==> src/rtl/data_req_issuer_pkg.sv <==
// data_req_issuer_pkg: shared size/state encodings, request record and alignment helper
package data_req_issuer_pkg;

    localparam logic [1:0] MEM_SIZE_B = 2'd0;
    localparam logic [1:0] MEM_SIZE_H = 2'd1;
    localparam logic [1:0] MEM_SIZE_W = 2'd2;

    localparam logic [0:0] DATA_REQ_IDLE = 1'b0;
    localparam logic [0:0] DATA_REQ_REQ  = 1'b1;

    typedef struct packed {
        logic        wr;
        logic [1:0]  size;
        logic [31:0] addr;
        logic [3:0]  wstrb;
        logic [31:0] wdata;
    } mem_req_t;

    // Size 3 is illegal and behaves as a word, so bit 1 alone selects word alignment.
    function automatic logic misaligned(input logic [1:0] size, input logic [1:0] lo);
        return (size == MEM_SIZE_H && lo[0]) || (size[1] && lo != 2'b00);
    endfunction

endpackage

==> src/rtl/data_req_issuer_if.sv <==
// data_req_issuer_if: SRAM-like data bus between the issuer (master) and data memory (slave)
interface data_req_issuer_if;
    logic        req;
    logic        wr;
    logic [1:0]  size;
    logic [3:0]  wstrb;
    logic [31:0] addr;
    logic [31:0] wdata;
    logic        addr_ok;
    logic        data_ok;
    logic [31:0] rdata;

    modport master (output req, wr, size, wstrb, addr, wdata, input addr_ok, data_ok, rdata);
    modport slave  (input req, wr, size, wstrb, addr, wdata, output addr_ok, data_ok, rdata);
endinterface

==> src/rtl/data_req_issuer_store_align.sv <==
// data_req_issuer_store_align: byte strobes, replicated store data and misalignment flag
module data_req_issuer_store_align
    import data_req_issuer_pkg::*;
(
    input  logic [1:0]  i_size,
    input  logic [1:0]  i_addr_lo,
    input  logic [31:0] i_wdata,
    input  logic        i_wr,
    output logic [3:0]  o_wstrb,
    output logic [31:0] o_wdata,
    output logic        o_ale
);
    logic [3:0] w_mask;

    // Lane mask by size, shifted into place for sub-word stores; loads drive no strobes.
    always_comb begin
        w_mask  = i_size == MEM_SIZE_B ? 4'b0001 : i_size == MEM_SIZE_H ? 4'b0011 : 4'b1111;
        o_wstrb = !i_wr ? 4'b0000 : i_size[1] ? 4'b1111 : 4'(w_mask << i_addr_lo);
        o_wdata = i_size == MEM_SIZE_B ? {4{i_wdata[7:0]}} :
                  i_size == MEM_SIZE_H ? {2{i_wdata[15:0]}} : i_wdata;
        o_ale   = misaligned(i_size, i_addr_lo);
    end
endmodule

==> src/rtl/data_req_issuer.sv <==
// data_req_issuer: issues EX loads/stores on the data SRAM bus and filters flushed responses
module data_req_issuer
    import data_req_issuer_pkg::*;
#(
    parameter int MAX_OUTSTANDING = 2,
    parameter int CNT_W           = 2
) (
    input  logic              clk,
    input  logic              rst,
    input  logic              i_ex_req_valid,
    input  logic              i_ex_req_wr,
    input  logic [1:0]        i_ex_req_size,
    input  logic [31:0]       i_ex_req_addr,
    input  logic [31:0]       i_ex_req_wdata,
    output logic              o_ex_req_ready,
    output logic              o_ex_req_ale,
    input  logic              i_flush,
    data_req_issuer_if.master sram,
    output logic              o_resp_valid,
    output logic [31:0]       o_resp_rdata,
    output logic [CNT_W-1:0]  o_outstanding,
    output logic              o_idle
);
    logic [0:0]       r_state;
    mem_req_t         r_req;
    logic [CNT_W-1:0] r_outstanding;
    logic [CNT_W-1:0] r_discard;
    logic             r_pend_discard;
    logic [3:0]       w_wstrb;
    logic [31:0]      w_wdata;
    logic             w_ale;
    logic             w_ready;
    logic             w_issue;
    logic [CNT_W-1:0] w_out_next;

    data_req_issuer_store_align u_align (
        .i_size    (i_ex_req_size),
        .i_addr_lo (i_ex_req_addr[1:0]),
        .i_wdata   (i_ex_req_wdata),
        .i_wr      (i_ex_req_wr),
        .o_wstrb   (w_wstrb),
        .o_wdata   (w_wdata),
        .o_ale     (w_ale)
    );

    // Accept/issue qualifiers and the next outstanding count; a stray data_ok never wraps below zero.
    always_comb begin
        w_ready    = i_ex_req_valid && !w_ale && !i_flush && r_state == DATA_REQ_IDLE &&
                     r_outstanding < CNT_W'(MAX_OUTSTANDING);
        w_issue    = r_state == DATA_REQ_REQ && sram.addr_ok;
        w_out_next = r_outstanding + CNT_W'(w_issue) -
                     CNT_W'(sram.data_ok && (w_issue || r_outstanding != '0));
    end

    // IDLE -> REQ on accept, REQ -> IDLE once the slave takes the request.
    always_ff @(posedge clk or posedge rst) begin
        if (rst) r_state <= DATA_REQ_IDLE;
        else if (w_ready) r_state <= DATA_REQ_REQ;
        else if (w_issue) r_state <= DATA_REQ_IDLE;
    end

    // Request fields are captured once at accept and held stable while REQ waits for addr_ok.
    always_ff @(posedge clk or posedge rst) begin
        if (rst) r_req <= '0;
        else if (w_ready) r_req <= '{wr: i_ex_req_wr, size: i_ex_req_size, addr: i_ex_req_addr,
                                     wstrb: w_wstrb, wdata: w_wdata};
    end

    // Outstanding and discard tracking; a flush condemns everything in flight, and a request
    // still waiting for addr_ok is condemned when the slave finally takes it.
    always_ff @(posedge clk or posedge rst) begin
        if (rst) begin
            r_outstanding  <= '0;
            r_discard      <= '0;
            r_pend_discard <= 1'b0;
        end else begin
            r_outstanding <= w_out_next;
            if (i_flush) begin
                r_discard      <= w_out_next;
                r_pend_discard <= r_state == DATA_REQ_REQ && !sram.addr_ok;
            end else begin
                r_discard <= r_discard - CNT_W'(sram.data_ok && r_discard != '0) +
                             CNT_W'(w_issue && r_pend_discard);
                if (w_issue) r_pend_discard <= 1'b0;
            end
        end
    end

    assign o_ex_req_ready = w_ready;
    assign o_ex_req_ale   = i_ex_req_valid && w_ale;
    assign sram.req       = r_state == DATA_REQ_REQ;
    assign sram.wr        = r_req.wr;
    assign sram.size      = r_req.size;
    assign sram.addr      = r_req.addr;
    assign sram.wstrb     = r_req.wstrb;
    assign sram.wdata     = r_req.wdata;
    assign o_resp_valid   = sram.data_ok && r_discard == '0 && !i_flush;
    assign o_resp_rdata   = sram.rdata;
    assign o_outstanding  = r_outstanding;
    assign o_idle         = r_state == DATA_REQ_IDLE && r_outstanding == '0 && r_discard == '0;
endmodule
==> src/flat_wrapper.sv <==
// flat-port wrapper written by rule: the top's interface ports become plain ports
module data_req_issuer_flat import data_req_issuer_pkg::*;
#(
    parameter int MAX_OUTSTANDING = 2,
    parameter int CNT_W           = 2
)
  (clk, rst, i_ex_req_valid, i_ex_req_wr, i_ex_req_size, i_ex_req_addr, i_ex_req_wdata, o_ex_req_ready, o_ex_req_ale, i_flush, o_resp_valid, o_resp_rdata, o_outstanding, o_idle, sram_req, sram_wr, sram_size, sram_wstrb, sram_addr, sram_wdata, sram_addr_ok, sram_data_ok, sram_rdata);
  data_req_issuer_if sram_i ();
  input  logic clk;
  input  logic rst;
  input  logic i_ex_req_valid;
  input  logic i_ex_req_wr;
  input  logic [1:0] i_ex_req_size;
  input  logic [31:0] i_ex_req_addr;
  input  logic [31:0] i_ex_req_wdata;
  output logic o_ex_req_ready;
  output logic o_ex_req_ale;
  input  logic i_flush;
  output logic o_resp_valid;
  output logic [31:0] o_resp_rdata;
  output logic [CNT_W-1:0] o_outstanding;
  output logic o_idle;
  output wire logic [$bits(sram_i.req)-1:0] sram_req;
  output wire logic [$bits(sram_i.wr)-1:0] sram_wr;
  output wire logic [$bits(sram_i.size)-1:0] sram_size;
  output wire logic [$bits(sram_i.wstrb)-1:0] sram_wstrb;
  output wire logic [$bits(sram_i.addr)-1:0] sram_addr;
  output wire logic [$bits(sram_i.wdata)-1:0] sram_wdata;
  input wire logic [$bits(sram_i.addr_ok)-1:0] sram_addr_ok;
  input wire logic [$bits(sram_i.data_ok)-1:0] sram_data_ok;
  input wire logic [$bits(sram_i.rdata)-1:0] sram_rdata;
  assign sram_req = sram_i.req;
  assign sram_wr = sram_i.wr;
  assign sram_size = sram_i.size;
  assign sram_wstrb = sram_i.wstrb;
  assign sram_addr = sram_i.addr;
  assign sram_wdata = sram_i.wdata;
  assign sram_i.addr_ok = sram_addr_ok;
  assign sram_i.data_ok = sram_data_ok;
  assign sram_i.rdata = sram_rdata;
  data_req_issuer #(.MAX_OUTSTANDING(MAX_OUTSTANDING), .CNT_W(CNT_W)) u_core (.clk(clk), .rst(rst), .i_ex_req_valid(i_ex_req_valid), .i_ex_req_wr(i_ex_req_wr), .i_ex_req_size(i_ex_req_size), .i_ex_req_addr(i_ex_req_addr), .i_ex_req_wdata(i_ex_req_wdata), .o_ex_req_ready(o_ex_req_ready), .o_ex_req_ale(o_ex_req_ale), .i_flush(i_flush), .sram(sram_i), .o_resp_valid(o_resp_valid), .o_resp_rdata(o_resp_rdata), .o_outstanding(o_outstanding), .o_idle(o_idle));
endmodule
==> config.mk <==
export PLATFORM = sky130hd
export DESIGN_NAME = data_req_issuer_flat
export DESIGN_NICKNAME = d
export VERILOG_FILES = /design/src/rtl/data_req_issuer_pkg.sv /design/src/rtl/data_req_issuer_if.sv /design/src/rtl/data_req_issuer_store_align.sv /design/src/rtl/data_req_issuer.sv /design/src/flat_wrapper.sv
export SDC_FILE = /design/constraint.sdc
export NUM_CORES = 1
export LEC_CHECK = 0
export ABC_AREA = 1
export CORE_UTILIZATION = 30
export CTS_CLUSTER_SIZE = 16
export DETAILED_ROUTE_END_ITERATION = 12
export PLACE_DENSITY = 0.66
export SYNTH_ARGS = -nofsm -noshare
export SYNTH_HDL_FRONTEND = slang
export SYNTH_SLANG_ARGS = --single-unit
==> constraint.sdc <==
create_clock -name clk -period 3.4 [get_ports clk]
set_input_delay 1.02 -clock clk [delete_from_list [all_inputs] [get_ports clk]]
set_output_delay 1.02 -clock clk [all_outputs]
set_load 0.03 [all_outputs]
# [Word level (Yosys, flattened, before mapping)]
# Index checks and enable logic that the tools add are counted.
[op_classes] add_sub_neg=4 mul=0 n_div=0 magnitude_cmp=1 n_eq_ne=1 n_shift=1 mux=10 n_bitwise=1 n_reduce_logical=29
[op_table] cell="$mux 32" count=2
[op_table] cell="$logic_and 1x1->1" count=16
[op_table] cell="$mux 4" count=4
[op_table] cell="$reduce_bool 2->1" count=5
[op_table] cell="$logic_not 2->1" count=3
[op_table] cell="$add 2x1->2" count=2
[op_table] cell="$shl 4x2->4" count=1
[op_table] cell="$sub 2x1->2" count=2
[op_table] cell="$logic_not 1->1" count=3
[op_table] cell="$mux 1" count=3
[op_table] cell="$eq 2x1->1 const B" count=1
[op_table] cell="$logic_or 1x1->1" count=2
[op_table] cell="$lt 2x2->1 const B" count=1
[op_table] cell="$mux 2" count=1
[op_table] cell="$not 1->1" count=1
[totals] register_bits=77 latch_bits=0 ramBits=0 rom_bits=0 out_inout_bits=110 elab_cells=56 mem_count=0

# [Logic depth before layout (Yosys ltp)]
[logic_depth] word_depth=9 depth_mapped=11 mapped_depth_nobuf=11

# [Hierarchy]
# Synthesis repeated with hierarchy kept, for this count alone.
[hier_totals] cells_unflattened=492 area_unflattened_um2=3863.7
[by_module_without_submodules] mod="data_req_issuer" n_inst=1 cells_per_inst=387 area_per_inst_um2=3324.4
[by_module_without_submodules] mod="data_req_issuer_store_align" n_inst=1 cells_per_inst=105 area_per_inst_um2=539.3

# [Worst setup path after synthesis]
# OpenSTA, ideal clock, no wires.
[synth_timing] kind="in2out" from="in i_ex_req_size[1]" to="out o_ex_req_ale" arrival_time_ns=1.961 t_required_ns=2.380 setup_slack_ns=0.419 stages=3 n_path_buf=1 cell_sequence="buf_4 nand2_1 a21boi_0"
[synth_via] elab_chain_len=4
[synth_rtl] item="from (decl)" line_no="flat_wrapper.sv:13" rtl="input logic [1:0] i_ex_req_size;"
[synth_rtl] item="$eq 2x1->1" line_no="data_req_issuer_pkg.sv:21" rtl="return (size == MEM_SIZE_H && lo[0]) || (size[1] && lo != 2'b00);"
[synth_rtl] item="$logic_and 1x1->1" line_no="data_req_issuer_pkg.sv:21"
[synth_rtl] item="$logic_or 1x1->1 *" line_no="data_req_issuer_pkg.sv:21"
[synth_rtl] item="$logic_and 1x1->1 *" line_no="data_req_issuer.sv:90" rtl="assign o_ex_req_ale = i_ex_req_valid && w_ale;"
[synth_rtl] item="to (decl)" line_no="flat_wrapper.sv:17" rtl="output logic o_ex_req_ale;"
# Mark *: on every way between the ends. The rest lies on a longest branch, timed or not.

# [Final worst setup path]
[layout_timing] from="in i_ex_req_size[0]" to="out o_ex_req_ready"
[layout_via] elab_chain_len=8
[layout_rtl] item="$eq 2x1->1" line_no="data_req_issuer_pkg.sv:21"
[layout_rtl] item="$logic_and 1x1->1" line_no="data_req_issuer_pkg.sv:21"
[layout_rtl] item="$logic_or 1x1->1" line_no="data_req_issuer_pkg.sv:21"
[layout_rtl] item="$logic_not 1->1" line_no="data_req_issuer.sv:48" rtl="w_ready = i_ex_req_valid && !w_ale && !i_flush && r_state == DATA_REQ_IDLE &&"
[layout_rtl] item="$logic_and 1x1->1 (4 in series)" line_no="data_req_issuer.sv:48"
[layout_rtl] item="to (decl)" line_no="flat_wrapper.sv:16" rtl="output logic o_ex_req_ready;"
# Every way passes these cells.

==> flow_summary_export.csv <==
group,metric,value,unit
sta,finalCriticalPeriod,3.20,ns
clock_network,hold_buffers,0,
placed_design,io_buffer_count,150,
die,io_pins,215,
clock_network,clk_path_buf_depth,2,
sta,hold_viol,0,
setup_path,path_cells,"clkdlybuf4s50_1, o21ai_1, nand3_4, inv_2, buf_4",
synth,synth-seq-cells,77,
global_routing,grt_first_pass_wirelength,15800,um
global_routing,met1_usage,20.1,%
final_layout,final_common_cell,"nand2_1",
clock_network,cts_inserted_buffers,9,
route,drc,0,
final_layout,final_cells,704,
synth,synthDistinctLibCells,27,
global_routing,grt_overflow,0,
die,start_util,31.3,%
setup_path,critPathLaunchType,"primary input",
placed_design,dp_hpwl,7220,um
global_routing,grt_pass1_vias,3141,
synth,ys_warn_count,0,
synth,ys.flop_type,"dfrtp_1",
final_layout,n_antenna_cell,0,
final_layout,area_delta_synth_final,45.7,%
setup_path,cp_top_family,"buffers and inverters",
setup_path,cpMaxStageDelayCell,"clkdlybuf4s50_1",
setup_path,end_kind,"output port",
route,num_vias,3206,
sta,fmax,312,MHz
sta,setup_slack,0.197,ns
placed_design,place_congestion,0.741,
global_routing,grtUsageTotal,16.0,%
route,drtPass1Iterations,4,
power_and_ir_drop,p_per_area,960,nW/um2
sta,relSlewSlack,25.9,%
clock_network,clock_latency,0.33,ns
synth,syn_nets,550,
clock_network,root_buffer,"clkbuf_16",
setup_path,cp_num_buf_inv,3,
final_layout,final_nets,665,
synth,synth_edf_count,0,
power_and_ir_drop,total_power,5.11,mW
status,status,"finished, final reports clean",
clock_network,htreeDepth,3,
worst_hold_path,hp-class,"reg2reg",
global_routing,grt_max_degree,113,
setup_path,path_class,"in2out",
route,postRouteAntennaNets,0,
synth,async_reset_ff_share,100,%
global_routing,grt_use_met2,26.5,%
die,rows,39,
global_routing,grt_antenna_before_repair,0,
global_routing,grtUsageMet3,4.00,%
global_routing,busiest_layer,"met2",
clock_network,cts_setup_buffers,0,
sta,finalSetupTns,0,ns
synth,yosysSeqAreaShare,52.7,%
route,wl_per_cell,13.9,um
power_and_ir_drop,ir_drop,0.355,mV
final_layout,mostFrequentLayoutCells,"173 x nand2_1, 147 x clkdlybuf4s50_1, 77 x dfrtp_1",
setup_path,crit_fanout,3,
synth,syn-cell-area,3650,um2
synth,syn_inst,441,
sta,drv_slew,0,
sta,clock_skew,0.00559,ns
flow_run,cap_violations,0,
placed_design,dp_cells,688,
final_layout,drive_above_1_share,6.42,%
setup_path,arrival,2.18,ns
setup_path,max_stage_delay,0.49,ns
sta,rsz0062_at_grt,"false",
route,initialDrtViolationCount,119,
die,core,11700,um2
final_layout,fillers,1172,
route,wirelength,9800,um
setup_path,required,2.38,ns
clock_network,cts_sinks,77,
clock_network,clk_pin_slew,0.05,ns
sta,min_period_over_period,94.2,%
sta,worst_slew_pin_slew,1.11,ns
die,dieArea,12600,um2
sta,setup_viol,0,
power_and_ir_drop,p_leak,2.56,nW
route,viasPerCell,4.55,
clock_network,cts_tree,"built",
die,die_x,112,um
final_layout,finish.utilization,45.6,%
clock_network,cts_resized,0,
synth,syn_avg_cell_area,8.29,um2
placed_design,dp_slack,0.188,ns
die,die_h,112,um
[through the flow]
stage                     cell area, um2  hold WS, ns
after floorplan                     3650        0.539
after CTS                           5320        0.481
after global routing                5320        0.506
final                               5320        0.476
after detailed placement            5010        0.468
after global placement              5010        0.463
[report_power, final]
| part | switching [mW] | internal, mW | total [mW] | leakage [nW] |
|---|---|---|---|---|
| combinational | 1.46 | 1.05 | 2.51 | 1.44 |
| sequential | 0.261 | 1.36 | 1.62 | 0.968 |
| clock | 0.357 | 0.627 | 0.984 | 0.152 |
| total | 2.08 | 3.03 | 5.11 | 2.56 |
[final timing paths]
kind                                    startpoint                     to  slack (ns)  cells after the start
max                               i_ex_req_size[0]         o_ex_req_ready        0.20                      5
min                           u_core.sram.addr[23]   u_core.sram.addr[23]        0.48                      2
max reg2reg                u_core.o_outstanding[1]  u_core.sram.wdata[19]        1.42                      7
min reg2reg                   u_core.sram.addr[23]   u_core.sram.addr[23]        0.48                      2
max in group asynchronous                      rst    u_core.sram.addr[2]        1.68                      3
min in group asynchronous                      rst   u_core.sram.addr[29]        1.07                      2
[state kept, by name (all words and copies together) (netlist names)]
signal                 flops
u_core.sram.req            1
u_core.sram.wr             1
u_core.sram.wdata         32
u_core.o_outstanding       2
u_core.r_discard           2
u_core.sram.wstrb          4
u_core.sram.size           2
u_core.r_pend_discard      1
u_core.sram.addr          32
[layout make-up]
class / count / area [um2] / area share [%]
Clock buffer: 13 / 270 / 5.08
Clock inverter: 3 / 42.5 / 0.799
Inverter: 29 / 110 / 2.07
Multi-Input combinational cell: 284 / 1250 / 23.5
Sequential cell: 77 / 1930 / 36.2
Tap cell: 143 / 179 / 3.36
Timing Repair Buffer: 155 / 1540 / 29.0
[routing by layer]
metal,vias up,wire length (um)
li1,1573,-
met1,1496,4310
met2,122,4640
met3,15,683
met4,0,163
met5,-,0
[kinds of logic (layout without fill, tap and decap cells)]
logic type      count (synthesis)  in the layout  share of synthesized area, %
xor+xnor                        2              2                         0.479
compound gates                 63             63                          9.31
simple gates                  215            215                          22.9
buf+inv                        80            200                          13.2
flops                          77             77                          52.7
fa+ha+maj                       4              4                          1.37
[Yosys cell counts, types with 4 or more instances]
library cell,number,area share [%]
a21oi_1,15,2.1
dfrtp_1,77,53
buf_2,6,0.82
nand3_1,4,0.55
ha_1,4,1.4
o21ai_1,36,4.9
buf_4,37,7.6
nor2_1,30,3.1
nand2_1,173,18
inv_1,26,2.7
o21ai_2,5,1.2
o21ai_0,4,0.55
buf_6,5,1.5
[worst reg2reg max path: stages, from the launching register on]
cell	delay, ns
dfrtp_1	0.42
inv_1	0.11
nand2_1	0.07
nor2_1	0.06
nand3_4	0.07
buf_4	0.81
nand2_1	0.22
o21ai_1	0.13
No activity file was read; power rests on OpenSTA's default activity.
